`src/rtl/hazard_ctrl_md_pkg.sv`:
```
// hazard_ctrl_md_pkg: shared types and forwarding-select encodings for the hazard controller
package hazard_pkg;
  typedef enum logic [1:0] {IDLE, BUSY, DONE} md_state_t;
  localparam logic [1:0] FWD_RF = 2'b00;
  localparam logic [1:0] FWD_W  = 2'b01;
  localparam logic [1:0] FWD_M  = 2'b10;
endpackage

```
`src/rtl/hazard_ctrl_md_if.sv`:
```
// hazard_ctrl_md_if: pipeline-stage info in, forwarding/stall/flush controls out
interface hazard_ctrl_md_if #(parameter int RW = 5, parameter int CNT_W = 32);
  logic [RW-1:0] rs_d, rt_d, rs_e, rt_e, wreg_e, wreg_m, wreg_w;
  logic branch_d, jr_d, regwrite_e, memtoreg_e, md_start_e, md_is_div_e;
  logic regwrite_m, memtoreg_m, regwrite_w, except_flush;
  logic fwd_a_d, fwd_b_d;
  logic [1:0] fwd_a_e, fwd_b_e;
  logic stall_f, stall_d, stall_e, stall_m, stall_w;
  logic flush_d, flush_e, flush_m;
  logic md_busy, md_done;
  logic [CNT_W-1:0] stall_cnt;
  modport master (
    output rs_d, rt_d, rs_e, rt_e, wreg_e, wreg_m, wreg_w, branch_d, jr_d, regwrite_e, memtoreg_e,
           md_start_e, md_is_div_e, regwrite_m, memtoreg_m, regwrite_w, except_flush,
    input  fwd_a_d, fwd_b_d, fwd_a_e, fwd_b_e, stall_f, stall_d, stall_e, stall_m, stall_w,
           flush_d, flush_e, flush_m, md_busy, md_done, stall_cnt
  );
  modport slave (
    input  rs_d, rt_d, rs_e, rt_e, wreg_e, wreg_m, wreg_w, branch_d, jr_d, regwrite_e, memtoreg_e,
           md_start_e, md_is_div_e, regwrite_m, memtoreg_m, regwrite_w, except_flush,
    output fwd_a_d, fwd_b_d, fwd_a_e, fwd_b_e, stall_f, stall_d, stall_e, stall_m, stall_w,
           flush_d, flush_e, flush_m, md_busy, md_done, stall_cnt
  );
endinterface

```
`src/rtl/hazard_ctrl_md_seq.sv`:
```
// md_sequencer: tracks mul/div occupancy of E; busy for N cycles, then a one-cycle done
module md_sequencer import hazard_pkg::*; #(
  parameter int MUL_CYCLES = 4,
  parameter int DIV_CYCLES = 32
) (
  input  logic clk,
  input  logic resetn,
  input  logic start,
  input  logic is_div,
  input  logic kill,
  output logic busy,
  output logic done
);
  localparam int MAXC = MUL_CYCLES > DIV_CYCLES ? MUL_CYCLES : DIV_CYCLES;
  localparam int CW = MAXC > 1 ? $clog2(MAXC) : 1;
  localparam logic [CW-1:0] MUL_LD = CW'(MUL_CYCLES - 1);
  localparam logic [CW-1:0] DIV_LD = CW'(DIV_CYCLES - 1);
  md_state_t state, state_n;
  logic [CW-1:0] cnt, cnt_n, ld;
  assign ld = is_div ? DIV_LD : MUL_LD;
  // The start cycle in IDLE already counts as one busy cycle, so BUSY leaves at cnt==1
  always_comb begin
    state_n = state;
    cnt_n = cnt;
    if (kill) begin
      state_n = IDLE;
      cnt_n = '0;
    end else if (state == IDLE) begin
      state_n = start ? (ld == '0 ? DONE : BUSY) : IDLE;
      cnt_n = start ? ld : cnt;
    end else if (state == BUSY) begin
      state_n = cnt <= CW'(1) ? DONE : BUSY;
      cnt_n = cnt == '0 ? '0 : cnt - CW'(1);
    end else begin
      state_n = IDLE;
      cnt_n = '0;
    end
  end
  always_ff @(posedge clk or negedge resetn) begin
    if (!resetn) begin
      state <= IDLE;
      cnt <= '0;
    end else begin
      state <= state_n;
      cnt <= cnt_n;
    end
  end
  assign busy = (state == IDLE && start) || state == BUSY;
  assign done = state == DONE && !kill;
endmodule

```
`src/rtl/hazard_ctrl_md.sv`:
```
// hazard_ctrl_md: forwarding, data-hazard stalls, mul/div busy and exception flush for the 5-stage core
module hazard_ctrl_md import hazard_pkg::*; #(
  parameter int RW = 5,
  parameter int MUL_CYCLES = 4,
  parameter int DIV_CYCLES = 32,
  parameter int CNT_W = 32
) (
  input logic clk,
  input logic resetn,
  hazard_ctrl_md_if.slave bus
);
  function automatic logic hit(input logic [RW-1:0] s, input logic [RW-1:0] d, input logic we);
    return we && s != '0 && s == d;
  endfunction
  logic lw, ctl, dstall, md_busy, ef;
  logic [CNT_W-1:0] cnt;
  assign ef = bus.except_flush;
  md_sequencer #(.MUL_CYCLES(MUL_CYCLES), .DIV_CYCLES(DIV_CYCLES)) u_seq (
    .clk(clk), .resetn(resetn), .start(bus.md_start_e), .is_div(bus.md_is_div_e),
    .kill(ef), .busy(md_busy), .done(bus.md_done)
  );
  assign bus.md_busy = md_busy;
  assign bus.fwd_a_d = hit(bus.rs_d, bus.wreg_m, bus.regwrite_m);
  assign bus.fwd_b_d = hit(bus.rt_d, bus.wreg_m, bus.regwrite_m);
  assign bus.fwd_a_e = hit(bus.rs_e, bus.wreg_m, bus.regwrite_m) ? FWD_M :
                       hit(bus.rs_e, bus.wreg_w, bus.regwrite_w) ? FWD_W : FWD_RF;
  assign bus.fwd_b_e = hit(bus.rt_e, bus.wreg_m, bus.regwrite_m) ? FWD_M :
                       hit(bus.rt_e, bus.wreg_w, bus.regwrite_w) ? FWD_W : FWD_RF;
  assign lw = hit(bus.rs_d, bus.wreg_e, bus.memtoreg_e) || hit(bus.rt_d, bus.wreg_e, bus.memtoreg_e);
  // Branch/jump compare in D needs E's ALU result or M's load data, neither forwardable in time
  assign ctl = (bus.branch_d || bus.jr_d) &&
               (hit(bus.rs_d, bus.wreg_e, bus.regwrite_e) || hit(bus.rt_d, bus.wreg_e, bus.regwrite_e) ||
                hit(bus.rs_d, bus.wreg_m, bus.memtoreg_m) || hit(bus.rt_d, bus.wreg_m, bus.memtoreg_m));
  assign dstall = lw || ctl;
  assign bus.stall_f = !ef && (dstall || md_busy);
  assign bus.stall_d = !ef && (dstall || md_busy);
  assign bus.stall_e = !ef && md_busy;
  assign bus.stall_m = !ef && md_busy;
  assign bus.stall_w = !ef && md_busy;
  assign bus.flush_d = ef;
  assign bus.flush_e = ef || (dstall && !md_busy);
  assign bus.flush_m = ef;
  always_ff @(posedge clk or negedge resetn) begin
    if (!resetn) cnt <= '0;
    else if (bus.stall_f && !(&cnt)) cnt <= cnt + CNT_W'(1);
  end
  assign bus.stall_cnt = cnt;
endmodule

```
`src/flat_wrapper.sv`:
```
// flat-port wrapper written by rule: the top's interface ports become plain ports
module hazard_ctrl_md_flat import hazard_pkg::*;
#(
  parameter int RW = 5,
  parameter int MUL_CYCLES = 4,
  parameter int DIV_CYCLES = 32,
  parameter int CNT_W = 32
)
  (clk, resetn, bus_rs_d, bus_rt_d, bus_rs_e, bus_rt_e, bus_wreg_e, bus_wreg_m, bus_wreg_w, bus_branch_d, bus_jr_d, bus_regwrite_e, bus_memtoreg_e, bus_md_start_e, bus_md_is_div_e, bus_regwrite_m, bus_memtoreg_m, bus_regwrite_w, bus_except_flush, bus_fwd_a_d, bus_fwd_b_d, bus_fwd_a_e, bus_fwd_b_e, bus_stall_f, bus_stall_d, bus_stall_e, bus_stall_m, bus_stall_w, bus_flush_d, bus_flush_e, bus_flush_m, bus_md_busy, bus_md_done, bus_stall_cnt);
  hazard_ctrl_md_if #(.RW(RW), .CNT_W(CNT_W)) bus_i ();
  input logic clk;
  input logic resetn;
  input wire logic [$bits(bus_i.rs_d)-1:0] bus_rs_d;
  input wire logic [$bits(bus_i.rt_d)-1:0] bus_rt_d;
  input wire logic [$bits(bus_i.rs_e)-1:0] bus_rs_e;
  input wire logic [$bits(bus_i.rt_e)-1:0] bus_rt_e;
  input wire logic [$bits(bus_i.wreg_e)-1:0] bus_wreg_e;
  input wire logic [$bits(bus_i.wreg_m)-1:0] bus_wreg_m;
  input wire logic [$bits(bus_i.wreg_w)-1:0] bus_wreg_w;
  input wire logic [$bits(bus_i.branch_d)-1:0] bus_branch_d;
  input wire logic [$bits(bus_i.jr_d)-1:0] bus_jr_d;
  input wire logic [$bits(bus_i.regwrite_e)-1:0] bus_regwrite_e;
  input wire logic [$bits(bus_i.memtoreg_e)-1:0] bus_memtoreg_e;
  input wire logic [$bits(bus_i.md_start_e)-1:0] bus_md_start_e;
  input wire logic [$bits(bus_i.md_is_div_e)-1:0] bus_md_is_div_e;
  input wire logic [$bits(bus_i.regwrite_m)-1:0] bus_regwrite_m;
  input wire logic [$bits(bus_i.memtoreg_m)-1:0] bus_memtoreg_m;
  input wire logic [$bits(bus_i.regwrite_w)-1:0] bus_regwrite_w;
  input wire logic [$bits(bus_i.except_flush)-1:0] bus_except_flush;
  output wire logic [$bits(bus_i.fwd_a_d)-1:0] bus_fwd_a_d;
  output wire logic [$bits(bus_i.fwd_b_d)-1:0] bus_fwd_b_d;
  output wire logic [$bits(bus_i.fwd_a_e)-1:0] bus_fwd_a_e;
  output wire logic [$bits(bus_i.fwd_b_e)-1:0] bus_fwd_b_e;
  output wire logic [$bits(bus_i.stall_f)-1:0] bus_stall_f;
  output wire logic [$bits(bus_i.stall_d)-1:0] bus_stall_d;
  output wire logic [$bits(bus_i.stall_e)-1:0] bus_stall_e;
  output wire logic [$bits(bus_i.stall_m)-1:0] bus_stall_m;
  output wire logic [$bits(bus_i.stall_w)-1:0] bus_stall_w;
  output wire logic [$bits(bus_i.flush_d)-1:0] bus_flush_d;
  output wire logic [$bits(bus_i.flush_e)-1:0] bus_flush_e;
  output wire logic [$bits(bus_i.flush_m)-1:0] bus_flush_m;
  output wire logic [$bits(bus_i.md_busy)-1:0] bus_md_busy;
  output wire logic [$bits(bus_i.md_done)-1:0] bus_md_done;
  output wire logic [$bits(bus_i.stall_cnt)-1:0] bus_stall_cnt;
  assign bus_i.rs_d = bus_rs_d;
  assign bus_i.rt_d = bus_rt_d;
  assign bus_i.rs_e = bus_rs_e;
  assign bus_i.rt_e = bus_rt_e;
  assign bus_i.wreg_e = bus_wreg_e;
  assign bus_i.wreg_m = bus_wreg_m;
  assign bus_i.wreg_w = bus_wreg_w;
  assign bus_i.branch_d = bus_branch_d;
  assign bus_i.jr_d = bus_jr_d;
  assign bus_i.regwrite_e = bus_regwrite_e;
  assign bus_i.memtoreg_e = bus_memtoreg_e;
  assign bus_i.md_start_e = bus_md_start_e;
  assign bus_i.md_is_div_e = bus_md_is_div_e;
  assign bus_i.regwrite_m = bus_regwrite_m;
  assign bus_i.memtoreg_m = bus_memtoreg_m;
  assign bus_i.regwrite_w = bus_regwrite_w;
  assign bus_i.except_flush = bus_except_flush;
  assign bus_fwd_a_d = bus_i.fwd_a_d;
  assign bus_fwd_b_d = bus_i.fwd_b_d;
  assign bus_fwd_a_e = bus_i.fwd_a_e;
  assign bus_fwd_b_e = bus_i.fwd_b_e;
  assign bus_stall_f = bus_i.stall_f;
  assign bus_stall_d = bus_i.stall_d;
  assign bus_stall_e = bus_i.stall_e;
  assign bus_stall_m = bus_i.stall_m;
  assign bus_stall_w = bus_i.stall_w;
  assign bus_flush_d = bus_i.flush_d;
  assign bus_flush_e = bus_i.flush_e;
  assign bus_flush_m = bus_i.flush_m;
  assign bus_md_busy = bus_i.md_busy;
  assign bus_md_done = bus_i.md_done;
  assign bus_stall_cnt = bus_i.stall_cnt;
  hazard_ctrl_md #(.RW(RW), .MUL_CYCLES(MUL_CYCLES), .DIV_CYCLES(DIV_CYCLES), .CNT_W(CNT_W)) u_core (.clk(clk), .resetn(resetn), .bus(bus_i));
endmodule
```
`config.mk`:
```
export PLATFORM = sky130hd
export DESIGN_NAME = hazard_ctrl_md_flat
export DESIGN_NICKNAME = d
export VERILOG_FILES = /design/src/rtl/hazard_ctrl_md_pkg.sv /design/src/rtl/hazard_ctrl_md_if.sv /design/src/rtl/hazard_ctrl_md_seq.sv /design/src/rtl/hazard_ctrl_md.sv /design/src/flat_wrapper.sv
export SDC_FILE = /design/constraint.sdc
export NUM_CORES = 1
export LEC_CHECK = 0
export ABC_AREA = 0
export ABC_CLOCK_PERIOD_IN_PS = 2800
export BUFFER_PORTS_ARGS = -buffer_cell sky130_fd_sc_hd__buf_2
export CAP_MARGIN = 0
export CORE_MARGIN = 8
export CORE_UTILIZATION = 46
export CTS_BUF_LIST = sky130_fd_sc_hd__clkbuf_8
export CTS_CLUSTER_DIAMETER = 50
export CTS_CLUSTER_SIZE = 24
export DETAILED_ROUTE_END_ITERATION = 6
export HOLD_SLACK_MARGIN = 0.06
export PLACE_DENSITY = 0.77
export SYNTH_ARGS = -nofsm -noshare
export SYNTH_HDL_FRONTEND = slang
export SYNTH_SLANG_ARGS = --single-unit
```
`constraint.sdc`:
```
create_clock -name clk -period 2.8 [get_ports clk]
set_input_delay 0.14 -clock clk [delete_from_list [all_inputs] [get_ports clk]]
set_output_delay 0.14 -clock clk [all_outputs]
set_load 0.02 [all_outputs]
```
==> results.sh <==
export IMPL_post_route_cell_area_um2=3330
export IMPL_run_status="completed"
export IMPL_grt_first_pass_wirelength_um=11500
export IMPL_global_route_overflow_total=0
export IMPL_grt_start_max_net_pins=40
export IMPL_hold_path_end="u_core.u_seq.cnt[1]"
export IMPL_grt_setup_unrepaired="false"
export IMPL_min_tclk_post_route_ns=2.52
export IMPL_timing_critical_path_fanout_max=7
export IMPL_cp_required_ns=3.01
export IMPL_dr_pass1_iters=4
export IMPL_share_comb_of_total_power=0.312
export IMPL_mappedNetlistArea_um2=2700
export IMPL_clock_sinks=39
export IMPL_critical_path_cell_chain="and3_1, and4_1, and3_1, and3_1, nor3_1, and4_1, xor2_1"
export IMPL_drc=0
export IMPL_final_seq_area_um2=976
export IMPL_timing_rr_end="u_core.bus.stall_cnt[7]"
export IMPL_globalRouteTotalUtil=0.162
export IMPL_dieArea_um2=8560
export IMPL_post_cts_repair_setup_buffers=0
export IMPL_regToRegSetupSlack_ns=0.28
export IMPL_timing_critical_path_buf_inv=0
export IMPL_total_power_uw=1630
export IMPL_yosysSeqAreaShare=0.362
export IMPL_cts_buffers=5
export IMPL_critPathMaxStageDelay_ns=0.64
export IMPL_post_synth_num_cell_types=38
export IMPL_reported_net_switching_power_uw=577
export IMPL_fp_dieW_um=92.5
export IMPL_average_instance_area_after_synthesis_um2=9.33
export IMPL_ctsHtreeMaxLevel=2
export IMPL_synth_seq_cells=39
export IMPL_worst_setup_path_type="register to register"
export IMPL_netSwitchingFraction=0.354
export IMPL_chipHeight_um=92.5
export IMPL_timing_hold_worst_path_depth=2
export IMPL_final_nets=432
export IMPL_worst_slew_pin_transition_ns=0.848
export IMPL_slew_limit_headroom=0.435
export IMPL_worst_hold_startpoint="bus_except_flush"
export IMPL_synth_top_cells_by_count="dfrtp_1, xor2_1, xnor2_1"
export IMPL_power_per_cell_area_nw_per_um2=489
export IMPL_finalWeightedCongestion=0.903
export IMPL_final_max_slew_viol_count=0
export IMPL_setup_tns_ns=0
export IMPL_drtAntennaViolNets=0
export IMPL_first_global_vias=2569
export IMPL_synthDominantAreaCellType="dfrtp_1"
export IMPL_r2r_cells=7
export IMPL_post_synth_top_count_cell="dfrtp_1"
export IMPL_cts_reportedPaths_clkPinSlew_ns=0.08
export IMPL_cell_internal_power_uw=1050
export IMPL_tritoncts="yes"
export IMPL_place_port_buffers=94
export IMPL_post_route_cells_drive_above_1_share=0.316
export IMPL_critical_path_top_cell_by_count="and3_1"
export IMPL_async_reset_ff_frac=1.00
export IMPL_setup_worst_path_end_class="register"
export IMPL_timing_hold_violations_final=0
export IMPL_synth_warnings=0
export IMPL_synth_edf_count=0
export IMPL_post_synth_top_area_fraction=0.362
export IMPL_num_io_pins=95
export IMPL_clock_insertion_delay_worst_skew_ns=0.29
export IMPL_worst_hold_path_type="primary input to register"
export IMPL_placementRows=28
export IMPL_synthesis_nets=339
export IMPL_multiInputGateArea_um2=1600
export IMPL_share_clk_of_total_power=0.253
export IMPL_timing_max_cap_violations=0
export IMPL_origin_of_the_critical_flop_to_flop_path="u_core.bus.stall_cnt[24]"
export IMPL_max_freq_ghz=0.397
export IMPL_synth_top_cells_by_area="dfrtp_1, xor2_1, xnor2_1, nor2_1, nor3_1"
export IMPL_avgRoutedWirePerCell_um=15.0
export IMPL_syn_inst=289
export IMPL_cp_top_family="simple AND/OR/NAND/NOR gates"
export IMPL_vias=2445
export IMPL_drt_iter0_drc=77
export IMPL_vias_per_cell=5.34
export IMPL_antenna_found_initial=0
export IMPL_crit_path_start_kind="register"
export IMPL_ir_worst_vdd_mv=0.229
export IMPL_filler_cell_count_in_the_final_layout=539
export IMPL_leakagePower_uw=0.00166
export IMPL_p_seq_frac=0.435
export IMPL_yosys_most_used_dff="dfrtp_1"
export IMPL_clk_path_buf_depth=2
export IMPL_placedInstanceArea_um2=3220
export IMPL_clock_skew_final_ns=0.00644
export IMPL_cp_data_arrival_time_ns=2.73
export IMPL_report_final_setup_viol=0
export IMPL_area_growth_syn_to_layout_pct=23.6
export IMPL_antenna_diode_count=0
export IMPL_finalWirelength_um=6890
export IMPL_cts_resized_gates=0
export IMPL_initial_core_util=0.466
export IMPL_slowest_stage="nor3_1"
export IMPL_coreArea_um2=5780
export IMPL_layout_worst_path_cycle_share=0.900
export IMPL_root_buffer="clkbuf_8"
export IMPL_hpwlAfterDp_um=5550
[cells in the final DEF (no fill, tap or decap), types with 2 or more instances in the layout]
| cell type | Yosys | routed |
|---|---|---|
| buf_2 | 1 | 94 |
| dfrtp_1 | 39 | 39 |
| xor2_1 | 36 | 36 |
| xnor2_1 | 34 | 34 |
| nor2_1 | 24 | 24 |
| nand2_1 | 19 | 19 |
| nor3_1 | 17 | 17 |
| nand4_1 | 13 | 13 |
| inv_1 | 9 | 10 |
| o21ai_0 | 10 | 10 |
| nand3_1 | 10 | 10 |
| and3_1 | 9 | 9 |
| nor4_1 | 8 | 8 |
| a21oi_1 | 7 | 7 |
| clkbuf_8 | 0 | 7 |
| nor4_2 | 6 | 6 |
| or4_1 | 4 | 4 |
| and2_1 | 3 | 3 |
| o21a_1 | 3 | 3 |
| and4_1 | 3 | 3 |
| ha_1 | 3 | 3 |
| buf_4 | 6 | 3 |
| or4_4 | 2 | 2 |
| mux2_2 | 2 | 2 |
| nand2b_1 | 2 | 2 |
| nor4_4 | 2 | 2 |
[per-stage QoR]
stage               utilization  setup WS (ns)  std cells  hold WS, ns
global placement          0.557          0.385        449        0.305
CTS                       0.576          0.288        458        0.184
finish                    0.576          0.281        458        0.185
global route              0.576         0.0277        458        0.202
floorplan                     -          0.464        289       -0.156
detailed placement        0.557          0.313        449        0.303
[timing repair]
action                                 in CTS  in global routing
setup endpoints to repair                   0                  0
endpoints found under the hold margin      39                  0
hold buffers                                1                  0
[power by group through the flow]
stage | sequential [µW] | combinational [µW] | clock, µW
5_1_grt | 723 | 560 | 450
4_1_cts | 711 | 516 | 425
6_report | 710 | 508 | 412
3_5_place_dp | 722 | 513 | 0
3_3_place_gp | 719 | 503 | 0
2_1_floorplan | 767 | 275 | 0
[worst max-delay path by stage]
stage                     cells past startpoint                      end  slack, ns                startpoint
after floorplan                               7  u_core.bus.stall_cnt[3]       0.46   u_core.bus.stall_cnt[0]
after global placement                        7  u_core.bus.stall_cnt[7]       0.39  u_core.bus.stall_cnt[24]
after detailed placement                      7  u_core.bus.stall_cnt[7]       0.31  u_core.bus.stall_cnt[24]
after CTS                                     7  u_core.bus.stall_cnt[7]       0.29  u_core.bus.stall_cnt[24]
after global routing                          7  u_core.bus.stall_cnt[7]       0.03  u_core.bus.stall_cnt[24]
final                                         7  u_core.bus.stall_cnt[7]       0.28  u_core.bus.stall_cnt[24]
[cell type report]
type                       count  share of cell area
multi-input combinational    227               0.481
inverter                      10              0.0113
timing repair buffer          99               0.157
sequential                    39               0.293
tap                           75              0.0282
clock inverter                 1             0.00113
clock buffer                   7              0.0289
[cell families (layout without fill, tap and decap cells)]
group,count (synthesis),count (layout),share of synthesized area
and+or+nand+nor,126,126,0.282
muxes,3,3,0.0125
adders and majority gates,3,3,0.0139
xor gates and xnor gates,70,70,0.227
AOI/OAI and AO/OA,25,25,0.0585
buffers and inverters,23,117,0.0436
DFF,39,39,0.362
[state kept, by name, summed over array words and instances, names as in the netlist]
| register | cells |
|---|---|
| u_core.bus.stall_cnt | 32 |
| u_core.u_seq.cnt | 5 |
| u_core.u_seq.state | 2 |
[per-layer routing]
layer,GRT usage,up-vias,wire length (µm)
met5,0,-,0
met4,0.0577,0,129
met3,0.0599,14,591
met2,0.266,98,3190
met1,0.189,1145,2970
li1,-,1188,-
No activity file was read; power rests on OpenSTA's default activity.
